## config.mk

```make
export PLATFORM = sky130hd
export DESIGN_NAME = byte_unstrip
export DESIGN_NICKNAME = d
export VERILOG_FILES = /design/src/rtl/byte_unstrip_pkg.sv /design/src/rtl/byte_unstrip_frame_chk.sv /design/src/rtl/byte_unstrip.sv
export SDC_FILE = /design/constraint.sdc
export NUM_CORES = 1
export LEC_CHECK = 0
export CAP_MARGIN = 20
export CORE_ASPECT_RATIO = 0.5
export CORE_MARGIN = 10
export CORE_UTILIZATION = 50
export DETAILED_ROUTE_END_ITERATION = 10
export PLACE_DENSITY = 0.76
export RECOVER_POWER = 50
export SETUP_SLACK_MARGIN = 0.2
export SYNTH_ARGS = -nofsm -noshare
export SYNTH_HDL_FRONTEND = slang
export SYNTH_SLANG_ARGS = --single-unit
```

## constraint.sdc

```tcl
create_clock -name CLK -period 2.5 [get_ports CLK]
set_input_delay 0.75 -clock CLK [delete_from_list [all_inputs] [get_ports CLK]]
set_output_delay 0.75 -clock CLK [all_outputs]
set_load 0.05 [all_outputs]
```

## src/rtl/byte_unstrip_pkg.sv

```systemverilog
`default_nettype none
// +------------------------------------------------------------------+
// | byte_unstrip_pkg : K-symbol constants and framing state encoding |
// | Revision 1.0                                                     |
// +------------------------------------------------------------------+
package byte_unstrip_pkg;

    // K-code symbols shared with the transmit-side striper
    localparam logic [7:0] c_K_STP = 8'hFB;
    localparam logic [7:0] c_K_SDP = 8'h5C;
    localparam logic [7:0] c_K_END = 8'hFD;
    localparam logic [7:0] c_K_EDB = 8'hFE;
    localparam logic [7:0] c_K_COM = 8'hBC;
    localparam logic [7:0] c_K_SKP = 8'h1C;
    localparam logic [7:0] c_K_IDL = 8'h7C;

    typedef enum logic [0:0] {
        FRAME_IDLE  = 1'b0,
        FRAME_INPKT = 1'b1
    } frame_state_t;

endpackage
`default_nettype wire

```

## src/rtl/byte_unstrip_frame_chk.sv

```systemverilog
`default_nettype none
// +------------------------------------------------------------------+
// | unstrip_frame_chk : packet framing tracker on the rebuilt stream |
// | Revision 1.0                                                     |
// +------------------------------------------------------------------+
module unstrip_frame_chk
    import byte_unstrip_pkg::*;
#(
    parameter int BITS   = 8,
    parameter int LANE_W = 2
) (
    input  logic              clk,
    input  logic              rst,
    input  logic [BITS-1:0]   i_byte,
    input  logic              i_k,
    input  logic [LANE_W-1:0] i_lane,
    input  logic              i_valid,
    output logic              o_pkt_active,
    output logic              o_frame_err
);

    frame_state_t r_state;
    frame_state_t w_state_nxt;
    logic         w_pa_nxt;
    logic         w_err_nxt;
    logic         w_start;
    logic         w_end;
    logic         w_lane_first;
    logic         w_lane_last;

    assign w_start      = i_k && ((i_byte == BITS'(c_K_STP)) || (i_byte == BITS'(c_K_SDP)));
    assign w_end        = i_k && ((i_byte == BITS'(c_K_END)) || (i_byte == BITS'(c_K_EDB)));
    assign w_lane_first = (i_lane == '0);
    assign w_lane_last  = (i_lane == '1);

    always_comb begin
        w_state_nxt = r_state;
        w_pa_nxt    = (r_state == FRAME_INPKT);
        w_err_nxt   = 1'b0;
        if (!i_valid) begin
            w_pa_nxt = 1'b0;
        end else begin
            case (r_state)
                FRAME_IDLE: begin
                    if (w_start) begin
                        if (w_lane_first) begin
                            w_state_nxt = FRAME_INPKT;
                            w_pa_nxt    = 1'b1;
                        end else begin
                            w_err_nxt = 1'b1;
                        end
                    end else if (w_end) begin
                        w_err_nxt = 1'b1;
                    end
                end
                FRAME_INPKT: begin
                    // the closing symbol itself is still part of the packet
                    if (w_end) begin
                        w_state_nxt = FRAME_IDLE;
                        w_err_nxt   = !w_lane_last;
                    end else if (w_start) begin
                        w_err_nxt = 1'b1;
                        if (!w_lane_first) begin
                            w_state_nxt = FRAME_IDLE;
                        end
                    end
                end
                default: w_state_nxt = FRAME_IDLE;
            endcase
        end
    end

    always_ff @(posedge clk) begin
        if (rst) begin
            r_state      <= FRAME_IDLE;
            o_pkt_active <= 1'b0;
            o_frame_err  <= 1'b0;
        end else begin
            r_state      <= w_state_nxt;
            o_pkt_active <= w_pa_nxt;
            o_frame_err  <= w_err_nxt;
        end
    end

endmodule
`default_nettype wire

```

## src/rtl/byte_unstrip.sv

```systemverilog
`default_nettype none
// +------------------------------------------------------------------+
// | byte_unstrip : 4-lane word to byte serialiser with framing check |
// | Revision 1.0                                                     |
// +------------------------------------------------------------------+
module byte_unstrip
    import byte_unstrip_pkg::*;
#(
    parameter int LANES = 4,
    parameter int BITS  = 8
) (
    input  logic            CLK,
    input  logic            RESET,
    input  logic [BITS-1:0] LANE0,
    input  logic [BITS-1:0] LANE1,
    input  logic [BITS-1:0] LANE2,
    input  logic [BITS-1:0] LANE3,
    input  logic [3:0]      LANE_DK,
    input  logic            IN_VALID,
    output logic            IN_READY,
    output logic [BITS-1:0] D,
    output logic            o_DK,
    output logic            OUT_VALID,
    output logic            PKT_ACTIVE,
    output logic            FRAME_ERR
);

    localparam int c_IDX_W = $clog2(LANES);

    logic [LANES-1:0][BITS-1:0] w_in_data;
    logic [LANES-1:0]           w_in_dk;
    logic [LANES-1:0][BITS-1:0] r_ser_data;
    logic [LANES-1:0]           r_ser_dk;
    logic                       r_ser_valid;
    logic [c_IDX_W-1:0]         r_idx;
    logic [LANES-1:0][BITS-1:0] r_hold_data;
    logic [LANES-1:0]           r_hold_dk;
    logic                       r_hold_valid;
    logic                       w_accept;
    logic                       w_ser_last;
    logic                       w_to_ser;
    logic [BITS-1:0]            w_cur_byte;
    logic                       w_cur_k;

    assign w_in_data  = {LANE3, LANE2, LANE1, LANE0};
    assign w_in_dk    = LANE_DK;
    assign IN_READY   = !r_hold_valid && !RESET;
    assign w_accept   = IN_VALID && IN_READY;
    assign w_ser_last = r_ser_valid && (r_idx == c_IDX_W'(LANES - 1));
    // HOLD is necessarily empty whenever a word is accepted
    assign w_to_ser   = !r_ser_valid || w_ser_last;
    assign w_cur_byte = r_ser_data[r_idx];
    assign w_cur_k    = r_ser_dk[r_idx];

    always_ff @(posedge CLK) begin
        if (RESET) begin
            r_ser_data   <= '0;
            r_ser_dk     <= '0;
            r_ser_valid  <= 1'b0;
            r_idx        <= '0;
            r_hold_data  <= '0;
            r_hold_dk    <= '0;
            r_hold_valid <= 1'b0;
            D            <= '0;
            o_DK         <= 1'b0;
            OUT_VALID    <= 1'b0;
        end else begin
            if (r_ser_valid) begin
                D         <= w_cur_byte;
                o_DK      <= w_cur_k;
                OUT_VALID <= 1'b1;
                r_idx     <= r_idx + 1'b1;
                if (w_ser_last) begin
                    if (r_hold_valid) begin
                        r_ser_data   <= r_hold_data;
                        r_ser_dk     <= r_hold_dk;
                        r_hold_valid <= 1'b0;
                    end else if (w_accept) begin
                        r_ser_data <= w_in_data;
                        r_ser_dk   <= w_in_dk;
                    end else begin
                        r_ser_valid <= 1'b0;
                    end
                end
            end else begin
                OUT_VALID <= 1'b0;
                if (w_accept) begin
                    r_ser_data  <= w_in_data;
                    r_ser_dk    <= w_in_dk;
                    r_ser_valid <= 1'b1;
                    r_idx       <= '0;
                end
            end
            if (w_accept && !w_to_ser) begin
                r_hold_data  <= w_in_data;
                r_hold_dk    <= w_in_dk;
                r_hold_valid <= 1'b1;
            end
        end
    end

    unstrip_frame_chk #(
        .BITS   (BITS),
        .LANE_W (c_IDX_W)
    ) u_frame_chk (
        .clk          (CLK),
        .rst          (RESET),
        .i_byte       (w_cur_byte),
        .i_k          (w_cur_k),
        .i_lane       (r_idx),
        .i_valid      (r_ser_valid),
        .o_pkt_active (PKT_ACTIVE),
        .o_frame_err  (FRAME_ERR)
    );

endmodule
`default_nettype wire

```

==> Word-level counts from Yosys, hierarchy flattened <==
Index checks and enable logic that the tools add are counted.
{ "op_classes": {"n_addsub": 1, "n_lt_le_gt_ge": 1, "n_eq_ne": 6, "n_mux": 34, "n_bitwise": 2, "reduce_logical": 20} }
{ "ops": {"columns": ["operator", "n"], "rows": [
  ["2-to-1 mux 32 bit", 4],
  ["equality test 8 bit (second input constant)", 3],
  ["2-to-1 mux 1 bit", 19],
  ["binary-select mux 8 bit (select 2 bit)", 1],
  ["2-to-1 mux 4 bit", 4],
  ["equality test 8 x 7 -> 1 bit (second input constant)", 1],
  ["2-to-1 mux 8 bit", 1],
  ["logical AND 1 bit", 6],
  ["nonzero test 2 bit", 3],
  ["zero test 1 bit", 5],
  ["2-to-1 mux 2 bit", 2],
  ["case mux 1 bit (2 select lines)", 2],
  ["logical OR 1 bit", 3],
  ["less-than comparator 2 x 3 -> 1 bit (second input constant)", 1],
  ["adder 2 x 1 -> 2 bit (second input constant)", 1],
  ["binary-select mux 1 bit (select 2 bit)", 1],
  ["equality test 2 bit (second input constant)", 1],
  ["zero test 2 bit", 1],
  ["inequality test 2 x 1 -> 1 bit (second input constant)", 1],
  ["NOT 1 bit", 2],
  ["AND reduction 2 bit", 1],
  ["OR reduction 2 bit", 1]
]} }
{ "totals": {"register_bits": 89, "in_bits": 39, "wordCells": 83} }

==> Depth between registers and ports, before layout <==
{ "depth": {"ltp_word": 8, "depth_mapped": 9} }

==> Modules after synthesis <==
Synthesis repeated with hierarchy kept, for this count alone.
{ "hier_totals": {"cells_unflattened": 418, "area_unflattened_um2": 3828.7} }
{ "modules_own_cells": {"columns": ["mod", "instances", "cells_per_inst", "area_per_inst_um2", "seq_area_each_um2"], "rows": [
  ["byte_unstrip", 1, 391, 3614.7, 1721.7],
  ["unstrip_frame_chk", 1, 27, 214.0, 60.1]
]} }

==> Worst setup path after synthesis <==
OpenSTA, ideal clock, no wires.
{ "synth_path": {"path_kind": "input -> register", "from": "input port RESET", "to": "register r_ser_data[0] in the netlist's numbering", "setup_time_ps": 115, "arrival_ps": 2891, "required_time_ps": 2385, "slack_ps": -506, "stages": 8, "path_buffers": 4, "path_cell_list": "clkbuf_1 > nor2_1 > and2_1 > clkbuf_1 > buf_2 > buf_2 > mux2i_1 > a2111oi_0"} }
{ "synth_between": {"elab_chain_cells": 7} }
{ "synth_rtl": {"columns": ["item", "line_no", "rtl"], "rows": [
  ["start, declared", "byte_unstrip.sv:13", "input logic RESET,"],
  ["zero test 1 bit *", "byte_unstrip.sv:47", "assign IN_READY = !r_hold_valid && !RESET;"],
  ["logical AND 1 bit *", "byte_unstrip.sv:47", null],
  ["net IN_READY", "byte_unstrip.sv:20", "output logic IN_READY,"],
  ["logical AND 1 bit *", "byte_unstrip.sv:48", "assign w_accept = IN_VALID && IN_READY;"],
  ["2-to-1 mux 32 bit *", null, null],
  ["2-to-1 mux 32 bit (2 in series)", null, null],
  ["2-to-1 mux 32 bit *", null, null],
  ["end signal, assigned", "byte_unstrip.sv:75", "r_ser_data <= r_hold_data;"],
  ["end signal, assigned", "byte_unstrip.sv:79", "r_ser_data <= w_in_data;"],
  ["end signal, assigned", "byte_unstrip.sv:88", "r_ser_data <= w_in_data;"],
  ["end, declared", "byte_unstrip.sv:32", "logic [LANES-1:0][BITS-1:0] r_ser_data;"]
]} }
Mark *: on every way through the listed nets, which the timed path passes. The rest lies on a longest branch. The select of a mux whose other input is x is not followed.
A chain may end at the register's enable or synchronous reset.

==> Final worst setup path <==
{ "layout_path": {"from": "register r_idx[0]", "to": "register u_frame_chk.r_state"} }
{ "layout_between": {"elab_chain_cells": 8} }
{ "layout_rtl": {"columns": ["item", "line_no", "rtl"], "rows": [
  ["start, declared", "byte_unstrip.sv:35", "logic [c_IDX_W-1:0] r_idx;"],
  ["start signal, assigned", "byte_unstrip.sv:72", "r_idx <= r_idx + 1'b1;"],
  ["binary-select mux 8 bit (select 2 bit)", "byte_unstrip.sv:52", "assign w_cur_byte = r_ser_data[r_idx];"],
  ["2-to-1 mux 8 bit (implied by the code)", "byte_unstrip.sv:52", null],
  ["equality test 8 bit / equality test 8 x 7 -> 1 bit (equally long branches)", "byte_unstrip_frame_chk.sv:31", "assign w_start = i_k && ((i_byte == BITS'(c_K_STP)) || (i_byte == BITS'(c_K_SDP)));"],
  ["logical OR 1 bit", "byte_unstrip_frame_chk.sv:31", null],
  ["logical AND 1 bit", "byte_unstrip_frame_chk.sv:31", null],
  ["2-to-1 mux 1 bit", "byte_unstrip_frame_chk.sv:61", "end else if (w_start) begin"],
  ["2-to-1 mux 1 bit", "byte_unstrip_frame_chk.sv:58", "if (w_end) begin"],
  ["case mux 1 bit (2 select lines) *", "byte_unstrip_frame_chk.sv:43", "case (r_state)"],
  ["end signal, assigned", "byte_unstrip_frame_chk.sv:79", "r_state <= w_state_nxt;"],
  ["end, declared", "byte_unstrip_frame_chk.sv:22", "frame_state_t r_state;"]
]} }
Every way passes the cells marked *; elsewhere a longest branch is shown, timed or not. The select of a mux whose other input is x is not followed.

==> results.json <==
{
  "status": "completed",
  "min_to": "r_hold_data[6]",
  "cts.sinks": 89,
  "r2r.worst_path.cells": 6,
  "synthCells": 448,
  "numCtsBuffers": 9,
  "drt_wl_total_um": 10060,
  "grt_antenna_before_repair": 0,
  "cts.clk_slew.worst_paths_ps": 60,
  "cp_max_fo": 5,
  "clock_skew_ps": 1.986,
  "yosys-top-cells-count": "89 x dfxtp_1, 84 x nor2_1, 83 x nand2_1, 44 x mux2i_1, 39 x a21oi_1",
  "setup_viol": 0,
  "synth_top_area_share": 0.4474,
  "drv_cap": 0,
  "r2r-end": "u_frame_chk.r_state",
  "grt_use_total": 0.1608,
  "drive_above_1_share": 0.08765,
  "crit_required_ps": 2680,
  "path_buf_inv": 1,
  "dieArea_sq_um": 12150,
  "cp.arrival_ps": 2480,
  "n_fill_cell": 625,
  "detail_route.wl_per_cell_um": 16.48,
  "cts_max_path_buffers": 2,
  "vias": 3390,
  "async_flop_share": 0,
  "ys.flop_type": "dfxtp_1",
  "yosys-top-cells-area": "dfxtp_1 45%, mux2i_1 11%, nor2_1 7.9%",
  "num-nets-final": 538,
  "num_io_pins": 52,
  "period_share": 0.9176,
  "syn_area_sq_um": 3983,
  "via_per_inst": 5.557,
  "rrSetupSlack_ps": 210,
  "dp.final_hpwl_um": 6780,
  "rsz0062_at_grt": "true",
  "synth_top_area_cell": "dfxtp_1",
  "die_h_um": 83.11,
  "start_util": 0.5280,
  "clock_latency_ps": 340,
  "hold_depth": 2,
  "yosysMostFrequentCell": "dfxtp_1",
  "cpMaxStageDelayCell": "or4_4",
  "max_stage_delay_ps": 560,
  "drt_first_pass_iters": 4,
  "max_freq_mhz": 435.9,
  "hold_start": "r_hold_data[6]",
  "ys_ff_latch": 89,
  "hold_class": "reg -> reg",
  "numPortBuffers": 51,
  "grt.overflow.total": 0,
  "h-tree-depth": 3,
  "synth.distinct_cells": 36,
  "place_congestion": 0.8291,
  "peakVddDrop_uv": 331.1,
  "multi_input_area_sq_um": 2034,
  "synth_nets": 489,
  "drv_slew": 0,
  "grt_pass1_vias": 3058,
  "end_kind": "flip-flop",
  "synth_warnings": 0,
  "drc": 0,
  "area_growth_syn_to_layout_pct": 24.00,
  "grt_max_degree": 88,
  "worstMarginPinSlew_ps": 852.7,
  "regArea_sq_um": 1782,
  "ys_seq_area_frac": 0.4474,
  "grt_pass1_wl_um": 16150,
  "r2r-start": "r_idx[0]",
  "finalPower_uw": 3550,
  "tns_ps": 0,
  "slew_headroom": 0.4315,
  "core_sq_um": 7542,
  "worstPathCellList": "buf_6 -> mux4_2 -> or4_4 -> o32ai_4 -> a32o_2 -> a221oi_2",
  "fin_crit_ps": 2294,
  "initialDrtViolationCount": 306,
  "avgSynthCellArea_sq_um": 8.890,
  "row_count": 22,
  "cp_top_family": "compound AO/OA/AOI/OAI gates",
  "n_antenna_cell": 0,
  "cts-root-buf": "clkbuf_16",
  "finalHoldViolCount": 0,
  "p_leak_uw": 0.001848,
  "powerDensity_nw_per_um2": 718.8,
  "path_class": "reg -> reg",
  "die_x_um": 146.2,
  "startpoint_type": "flip-flop",
  "synth_edf_count": 0,
  "antenna_left": 0,
  "cts_tree": "done"
}
==> cells by family after synthesis <==
family / synth area share
AO/OA/AOI/OAI: 0.1524
XOR/XNOR: 0.002200
adder cells (fa/ha/maj): 0.006282
buffers and inverters: 0.04272
flip-flops: 0.4474
multiplexers: 0.1681
AND/OR/NAND/NOR: 0.1810
==> flip-flops by register name, indices dropped and copies added, names as in the netlist, 2 cells and up <==
register,count
D,8
r_hold_data,32
r_hold_dk,4
r_idx,2
r_ser_data,32
r_ser_dk,4
==> layout make-up <==
class                   instances  area share
multi-input cells             320      0.4120
inverters                       5    0.003800
repair buffers                 72      0.1371
clock buffers                  14     0.05143
well taps                     108     0.02736
clock inverters                 2    0.007601
flip-flops and latches         89      0.3608
==> cells in the final DEF (no fill, tap or decap), drive strengths merged, types with 2 or more instances in the layout <==
cell type      count
dfxtp             89
nor2              84
nand2             83
clkdlybuf4s50     48
mux2i             44
a21oi             39
a2111oi           35
clkbuf            20
buf               17
mux4               9
inv                5
nand3              3
nor2b              2
o21ai              2
nand4              2
ha                 2
==> through the flow <==
stage | instances | area (sq um) | hold slack, ps | utilization | worst slack [ps]
floorplan | 448 | 4009 | 436.7 | - | 208.1
global placement | 590 | 4649 | 442.6 | 0.6165 | 98.93
detailed placement | 590 | 4649 | 446.9 | 0.6165 | 77.87
CTS | 610 | 4967 | 455.4 | 0.6586 | 199.5
global route | 610 | 4938 | 468.5 | 0.6548 | 102.2
finish | 610 | 4938 | 454.0 | 0.6548 | 205.9
==> where the power goes <==
part,switching [uW],internal (uW)
combinational,308,275
sequential,103,1530
clock,535,803
total,945,2600
==> layer usage <==
| layer | GRT usage | up-vias | share of wire |
|---|---|---|---|
| met5 | 0 | - | 0 |
| met3 | 0.04708 | 14 | 0.062 |
| li1 | - | 1684 | - |
| met2 | 0.2167 | 87 | 0.41 |
| met4 | 0.06009 | 0 | 0.012 |
| met1 | 0.2327 | 1605 | 0.51 |
==> worst max path at each step <==
stage	start	endpoint	cells after the start
final	r_idx[0]	u_frame_chk.r_state	6
after global routing	r_idx[0]	u_frame_chk.r_state	6
after CTS	r_idx[0]	u_frame_chk.r_state	6
after detailed placement	IN_VALID	r_ser_data[30]	5
after global placement	IN_VALID	r_ser_data[26]	5
after floorplan	RESET	r_ser_data[16]	7
==> tightest hold or removal path: cells and delay by family, from the launching register on <==
family | cells | cell delay, ps
AND/OR/NAND/NOR | 1 | 50
AO/OA/AOI/OAI | 1 | 50
flip-flops | 1 | 310
==> what timing repair did <==
item | 4_1_cts | 5_1_grt
pin swaps | 4 | 2
hold buffers | 0 | 0
gates resized for setup | 5 | 1
buffers inserted | 4 | 0
endpoints found under the setup margin | 3 | 13
No activity file was read; power rests on OpenSTA's default activity.
